`src/rtl/mcp3201_pkg.sv`:
```
// rtl/mcp3201_pkg.sv - shared constants and types for the MCP3201 sample path
//
// Purpose: ADC result width and the averaging filter state encoding, shared by
//          the filter top and its ring buffer.
package mcp3201_pkg;

  localparam int ADC_W = 12;

  // FILL: fewer than DEPTH samples accepted since reset/clear.
  // RUN : window full; every accepted sample produces an average.
  typedef enum logic {
    FILL = 1'b0,
    RUN  = 1'b1
  } filt_state_e;

endpackage

```
`src/rtl/sample_ring_buf.sv`:
```
// rtl/sample_ring_buf.sv - DEPTH x DATA_W sample store for the boxcar window
//
// Purpose: registered write, asynchronous read. The filter reads and writes the
//          same address each accept, so the read returns the oldest sample that
//          the write is about to replace.
// Ports:
//   clk    in  1            write clock
//   we     in  1            write enable
//   addr   in  LOG2_DEPTH   shared read/write address (filter write pointer)
//   wdata  in  DATA_W       sample to store
//   rdata  out DATA_W       current contents at addr
module sample_ring_buf
  import mcp3201_pkg::*;
#(
  parameter int DATA_W     = ADC_W,
  parameter int LOG2_DEPTH = 3
) (
  input  logic                  clk,
  input  logic                  we,
  input  logic [LOG2_DEPTH-1:0] addr,
  input  logic [DATA_W-1:0]     wdata,
  output logic [DATA_W-1:0]     rdata
);

  localparam int DEPTH = 1 << LOG2_DEPTH;

  // No reset: entries are only read once the window has been refilled.
  logic [DATA_W-1:0] mem_q [DEPTH];

  always_ff @(posedge clk) begin
    if (we) begin
      mem_q[addr] <= wdata;
    end
  end

  assign rdata = mem_q[addr];

endmodule

```
`src/rtl/mcp3201_avg_filter.sv`:
```
// rtl/mcp3201_avg_filter.sv - boxcar moving-average filter for MCP3201 samples
//
// Purpose: keeps the last 2**LOG2_DEPTH samples and their running sum, and emits
//          one truncated average per accepted sample once the window is full.
// Ports:
//   sys_clk         in  1                  system clock, rising edge
//   sys_rst_n       in  1                  asynchronous active-low reset
//   in_data         in  DATA_W             ADC sample
//   in_data_valid   in  1                  sample strobe
//   clear           in  1                  synchronous flush; wins over in_data_valid
//   out_data        out DATA_W             sum >> LOG2_DEPTH
//   out_data_valid  out 1                  1-cycle strobe qualifying out_data
//   out_sum         out DATA_W+LOG2_DEPTH  window sum at the last pulse
//   out_primed      out 1                  window full since reset/clear
module mcp3201_avg_filter
  import mcp3201_pkg::*;
#(
  parameter int DATA_W     = ADC_W,
  parameter int LOG2_DEPTH = 3
) (
  input  logic                         sys_clk,
  input  logic                         sys_rst_n,
  input  logic [DATA_W-1:0]            in_data,
  input  logic                         in_data_valid,
  input  logic                         clear,
  output logic [DATA_W-1:0]            out_data,
  output logic                         out_data_valid,
  output logic [DATA_W+LOG2_DEPTH-1:0] out_sum,
  output logic                         out_primed
);

  localparam int DEPTH  = 1 << LOG2_DEPTH;
  localparam int SUM_W  = DATA_W + LOG2_DEPTH;
  localparam int FILL_W = LOG2_DEPTH + 1;

  filt_state_e           state_q, state_d;
  logic [LOG2_DEPTH-1:0] wr_ptr_q, wr_ptr_d;
  logic [FILL_W-1:0]     fill_q, fill_d;
  logic [SUM_W-1:0]      sum_q, sum_d;
  logic [DATA_W-1:0]     out_data_q, out_data_d;
  logic                  out_valid_q, out_valid_d;
  logic [SUM_W-1:0]      out_sum_q, out_sum_d;

  logic              accept;
  logic [DATA_W-1:0] rd_data;
  logic [SUM_W-1:0]  oldest;

  assign accept = in_data_valid & ~clear;

  sample_ring_buf #(
    .DATA_W     (DATA_W),
    .LOG2_DEPTH (LOG2_DEPTH)
  ) u_ring (
    .clk   (sys_clk),
    .we    (accept),
    .addr  (wr_ptr_q),
    .wdata (in_data),
    .rdata (rd_data)
  );

  // While filling, the slot at wr_ptr holds stale data from a previous window,
  // so nothing is evicted from the sum.
  assign oldest = (state_q == RUN) ? {{LOG2_DEPTH{1'b0}}, rd_data} : '0;

  always_comb begin
    state_d     = state_q;
    wr_ptr_d    = wr_ptr_q;
    fill_d      = fill_q;
    sum_d       = sum_q;
    out_data_d  = out_data_q;
    out_valid_d = 1'b0;
    out_sum_d   = out_sum_q;

    if (clear) begin
      state_d   = FILL;
      wr_ptr_d  = '0;
      fill_d    = '0;
      sum_d     = '0;
      out_sum_d = '0;
    end else if (in_data_valid) begin
      // Intermediate overflow of sum+in is harmless: the modular result is exact
      // because the true window sum always fits in SUM_W bits.
      sum_d    = sum_q + {{LOG2_DEPTH{1'b0}}, in_data} - oldest;
      wr_ptr_d = wr_ptr_q + 1'b1;
      if (fill_q != FILL_W'(DEPTH)) begin
        fill_d = fill_q + 1'b1;
      end
      if (state_q == RUN || fill_q == FILL_W'(DEPTH - 1)) begin
        state_d     = RUN;
        out_valid_d = 1'b1;
        out_sum_d   = sum_d;
        out_data_d  = sum_d[SUM_W-1:LOG2_DEPTH];
      end
    end
  end

  always_ff @(posedge sys_clk or negedge sys_rst_n) begin
    if (!sys_rst_n) begin
      state_q     <= FILL;
      wr_ptr_q    <= '0;
      fill_q      <= '0;
      sum_q       <= '0;
      out_data_q  <= '0;
      out_valid_q <= 1'b0;
      out_sum_q   <= '0;
    end else begin
      state_q     <= state_d;
      wr_ptr_q    <= wr_ptr_d;
      fill_q      <= fill_d;
      sum_q       <= sum_d;
      out_data_q  <= out_data_d;
      out_valid_q <= out_valid_d;
      out_sum_q   <= out_sum_d;
    end
  end

  assign out_data       = out_data_q;
  assign out_data_valid = out_valid_q;
  assign out_sum        = out_sum_q;
  assign out_primed     = (state_q == RUN);

endmodule

```
`config.mk`:
```
export PLATFORM = sky130hd
export DESIGN_NAME = mcp3201_avg_filter
export DESIGN_NICKNAME = d
export VERILOG_FILES = /design/src/rtl/mcp3201_pkg.sv /design/src/rtl/sample_ring_buf.sv /design/src/rtl/mcp3201_avg_filter.sv
export SDC_FILE = /design/constraint.sdc
export NUM_CORES = 1
export LEC_CHECK = 0
export CAP_MARGIN = 0
export CORE_MARGIN = 2
export CORE_UTILIZATION = 50
export CTS_CLUSTER_SIZE = 25
export DETAILED_ROUTE_END_ITERATION = 12
export PLACE_DENSITY = 0.72
export SLEW_MARGIN = 20
export SYNTH_ARGS = -nofsm -noshare
export SYNTH_HDL_FRONTEND = slang
export SYNTH_SLANG_ARGS = --single-unit
```
`constraint.sdc`:
```
create_clock -name sys_clk -period 6.45 [get_ports sys_clk]
set_input_delay 0.645 -clock sys_clk [delete_from_list [all_inputs] [get_ports sys_clk]]
set_output_delay 0.645 -clock sys_clk [all_outputs]
set_load 0.05 [all_outputs]
```
==> run metrics <==
outcome=completed; crit path launch type=flip-flop; cts hold-fix bufs=0; Least-Margin Pin Slew=1.038 ns; gp weighted congestion=0.8865; initial antenna violation count=0; synthesis-to-finish area growth=17.55%; routed length per instance=17.61 um; synth cell count leaders=edfxtp_1, nand2_1, inv_1, dfrtp_1, nor2_1; Setup CP Type=flip-flop to flip-flop; total power=2.878 mW; clock share of power=0.325; RSZ-0062 raised after global routing=false; Hold Path Class=input port to asynchronous set/reset pin; count of cell types in the netlist=56; CTS sink cnt=147; Worst Path Arrival=4.72 ns; Ant. Diodes=0; Ports=45; P_leak=3.233 nW; most numerous cell in the Yosys netlist=edfxtp_1; worst-skew pair later-pin latency=0.42 ns; Logic pwr share=0.296; DR pass1 iterations=5; number of routed nets with antenna violations=0; first-pass GRT wire length=22690 um; Detail Placement HPWL=9094 um; CTS H-tree depth=4; layout net count=644; Max-Cap Viols=0; crit-path cells=mux2_2, a22oi_1, o22ai_1, o21a_1, fa_1, inv_1, fa_1, a211oi_2, o211ai_2, a41oi_1, o21bai_1, xnor2_1, o21ai_0; minimum clock period=4.456 ns; post-synthesis sequential element count=147; Slew Limit Headroom=0.3082; PD cells=348.6 nW/um^2; Syn Nets=595; area leader, netlist=edfxtp_1; drt via density=5.516; vias in the first global route=4418; final period utilization=0.6909; largest net degree at the start of global routing=52; top_reg_cell synth=edfxtp_1; row cnt=43; chip width=122.5 um; switch share=0.3207; Initial Util=0.5099; Final setup viols=0; clk root buf=clkbuf_16; CTS Buf Count=17; Util after Layout=0.5994; total wire length=13930 um; PortBufs=44; GRT overflow=0; sequential share of power=0.380; Max IR drop VDD=0.1865 mV; Tot GR Track Use=0.2051; Max Fclk=224.4 MHz; Max stage delay on crit path=1.05 ns; die area=15010 um^2; post-route setup TNS=0 ns; fraction of registers with async set/reset=0.3469; postcts setup bufs=0; # fillers=1102; dpl cells=759; Reg clk slew, reported paths=0.06 ns; Die Y-Extent=122.5 um; number of DRC markers in iteration 0=310; layout cells sized above 1=0.1375; Core Area=13770 um^2; cell count after synthesis=549; Synth Warn #=0; crit-path max FO=37; P_sw=0.9230 mW; Setup crit end kind=flip-flop; Final Non-Filler Cells=791; # DRC=0; max-slew violations=0; EDFF count, synth=96; CTS tree=built; count of final hold-check violations=0; internal power=1.955 mW; crit-path most repeated cell=fa_1; sequential share of the synthesized area=0.5922; Synth top area share=0.4105; critical path's slowest cell=dfrtp_2; post-CTS sizing=0; Synth area leaders=edfxtp_1, dfrtp_1, mux4_2, fa_1, ha_1; DR vias=4363; maximum clock path buffer count=2; synthesized cell area=7023 um^2; Fin Clk Skew=0.01106 ns; Avg Synthesized Cell Area=12.79 um^2; Critical Path RT=6.72 ns
[worst paths after layout]
kind                       slack (ns)                        to                     from  cells after the start
max in group asynchronous        5.63   wr_ptr_q[0]$_DFFE_PN0P_                sys_rst_n                      2
max                              1.99  out_data[11]$_DFFE_PN0P_  wr_ptr_q[0]$_DFFE_PN0P_                     13
max reg2reg                      1.99  out_data[11]$_DFFE_PN0P_  wr_ptr_q[0]$_DFFE_PN0P_                     13
min reg2reg                      0.48   out_data[5]$_DFFE_PN0P_  out_data[5]$_DFFE_PN0P_                      2
min in group sys_clk             0.48   out_data[5]$_DFFE_PN0P_  out_data[5]$_DFFE_PN0P_                      2
min                              0.33   out_data[0]$_DFFE_PN0P_                sys_rst_n                      2
[per-layer routing]
| metal | wire, um | part of all wire | up-vias | GRT usage |
|---|---|---|---|---|
| met5 | 0 | 0 | - | 0 |
| met4 | 247 | 0.018 | 0 | 0.07759 |
| met3 | 655 | 0.047 | 28 | 0.05483 |
| met2 | 7147 | 0.51 | 112 | 0.3389 |
| met1 | 5878 | 0.42 | 2171 | 0.2604 |
| li1 | - | - | 2052 | - |
[through the flow]
step                      setup slack (ns)  hold slack (ns)  cell area, um^2
after floorplan                      2.693           0.3494             7023
after global placement               2.122           0.4642             7691
after detailed placement             2.073           0.4629             7691
after CTS                            2.011           0.3561             8255
after global routing                 1.680           0.3983             8255
final                                1.994           0.3331             8255
[power groups by stage]
stage	logic (mW)	registers [mW]	clock network [mW]
after floorplan	0.679	1.09	0
after global placement	0.817	1.11	0
after detailed placement	0.829	1.11	0
after CTS	0.846	1.09	0.947
after global routing	0.948	1.10	0.980
final	0.851	1.09	0.935
[area by class of cell]
cell class                      count  area [um^2]  area share
Clock buffer                       23        467.9     0.05668
Clock inverter                      9        96.34     0.01167
Inverter                           54        202.7     0.02455
Multi-Input combinational cell    321         2570      0.3113
Sequential cell                   147         4160      0.5039
Tap cell                          180        225.2     0.02728
Timing Repair Buffer               57        533.0     0.06456
[registers in the layout (all words and copies together) (netlist names)]
| register | count |
|---|---|
| out_data | 12 |
| u_ring.mem_q | 96 |
| out_sum | 15 |
| fill_q | 4 |
| wr_ptr_q | 3 |
| out_primed | 1 |
| sum_q | 15 |
| out_data_valid | 1 |
[cells in the final DEF, fill, tap and decap left out, drive strengths merged, types with 3 or more instances in the layout]
cell	instances
mux2	6
edfxtp	96
nand4	4
nand3	5
buf	14
clkinvlp	3
a21oi	19
xnor2	14
a22oi	5
nor2b	12
ha	18
clkbuf	23
a211oi	5
nor3b	4
nand2b	5
mux4	18
clkdlybuf4s50	43
fa	12
inv	57
a21o	8
dfrtp	51
o22ai	5
o21a	4
o21ai	23
nor2	37
mux2i	22
nand2	60
nor3	6
[kinds of logic (layout without fill, tap and decap cells)]
| logic type | count (synthesis) | count (layout) | share of synthesized area |
|---|---|---|---|
| buf+inv | 81 | 143 | 0.04703 |
| xor+xnor | 16 | 16 | 0.02102 |
| mux | 46 | 46 | 0.09870 |
| simple gates | 141 | 141 | 0.09086 |
| compound gates | 88 | 88 | 0.08391 |
| fa+ha+maj | 30 | 30 | 0.06628 |
| flops | 147 | 147 | 0.5922 |
[worst max-delay path: cells and delay by family (launching register included)]
kind | cells | cell delay, ns
buffers and inverters | 1 | 0.07
xor gates and xnor gates | 1 | 0.19
AOI/OAI and AO/OA | 8 | 1.60
DFF | 1 | 1.05
muxes | 1 | 0.41
adders and majority gates | 2 | 0.96
Power figures use the tool's default switching activity.
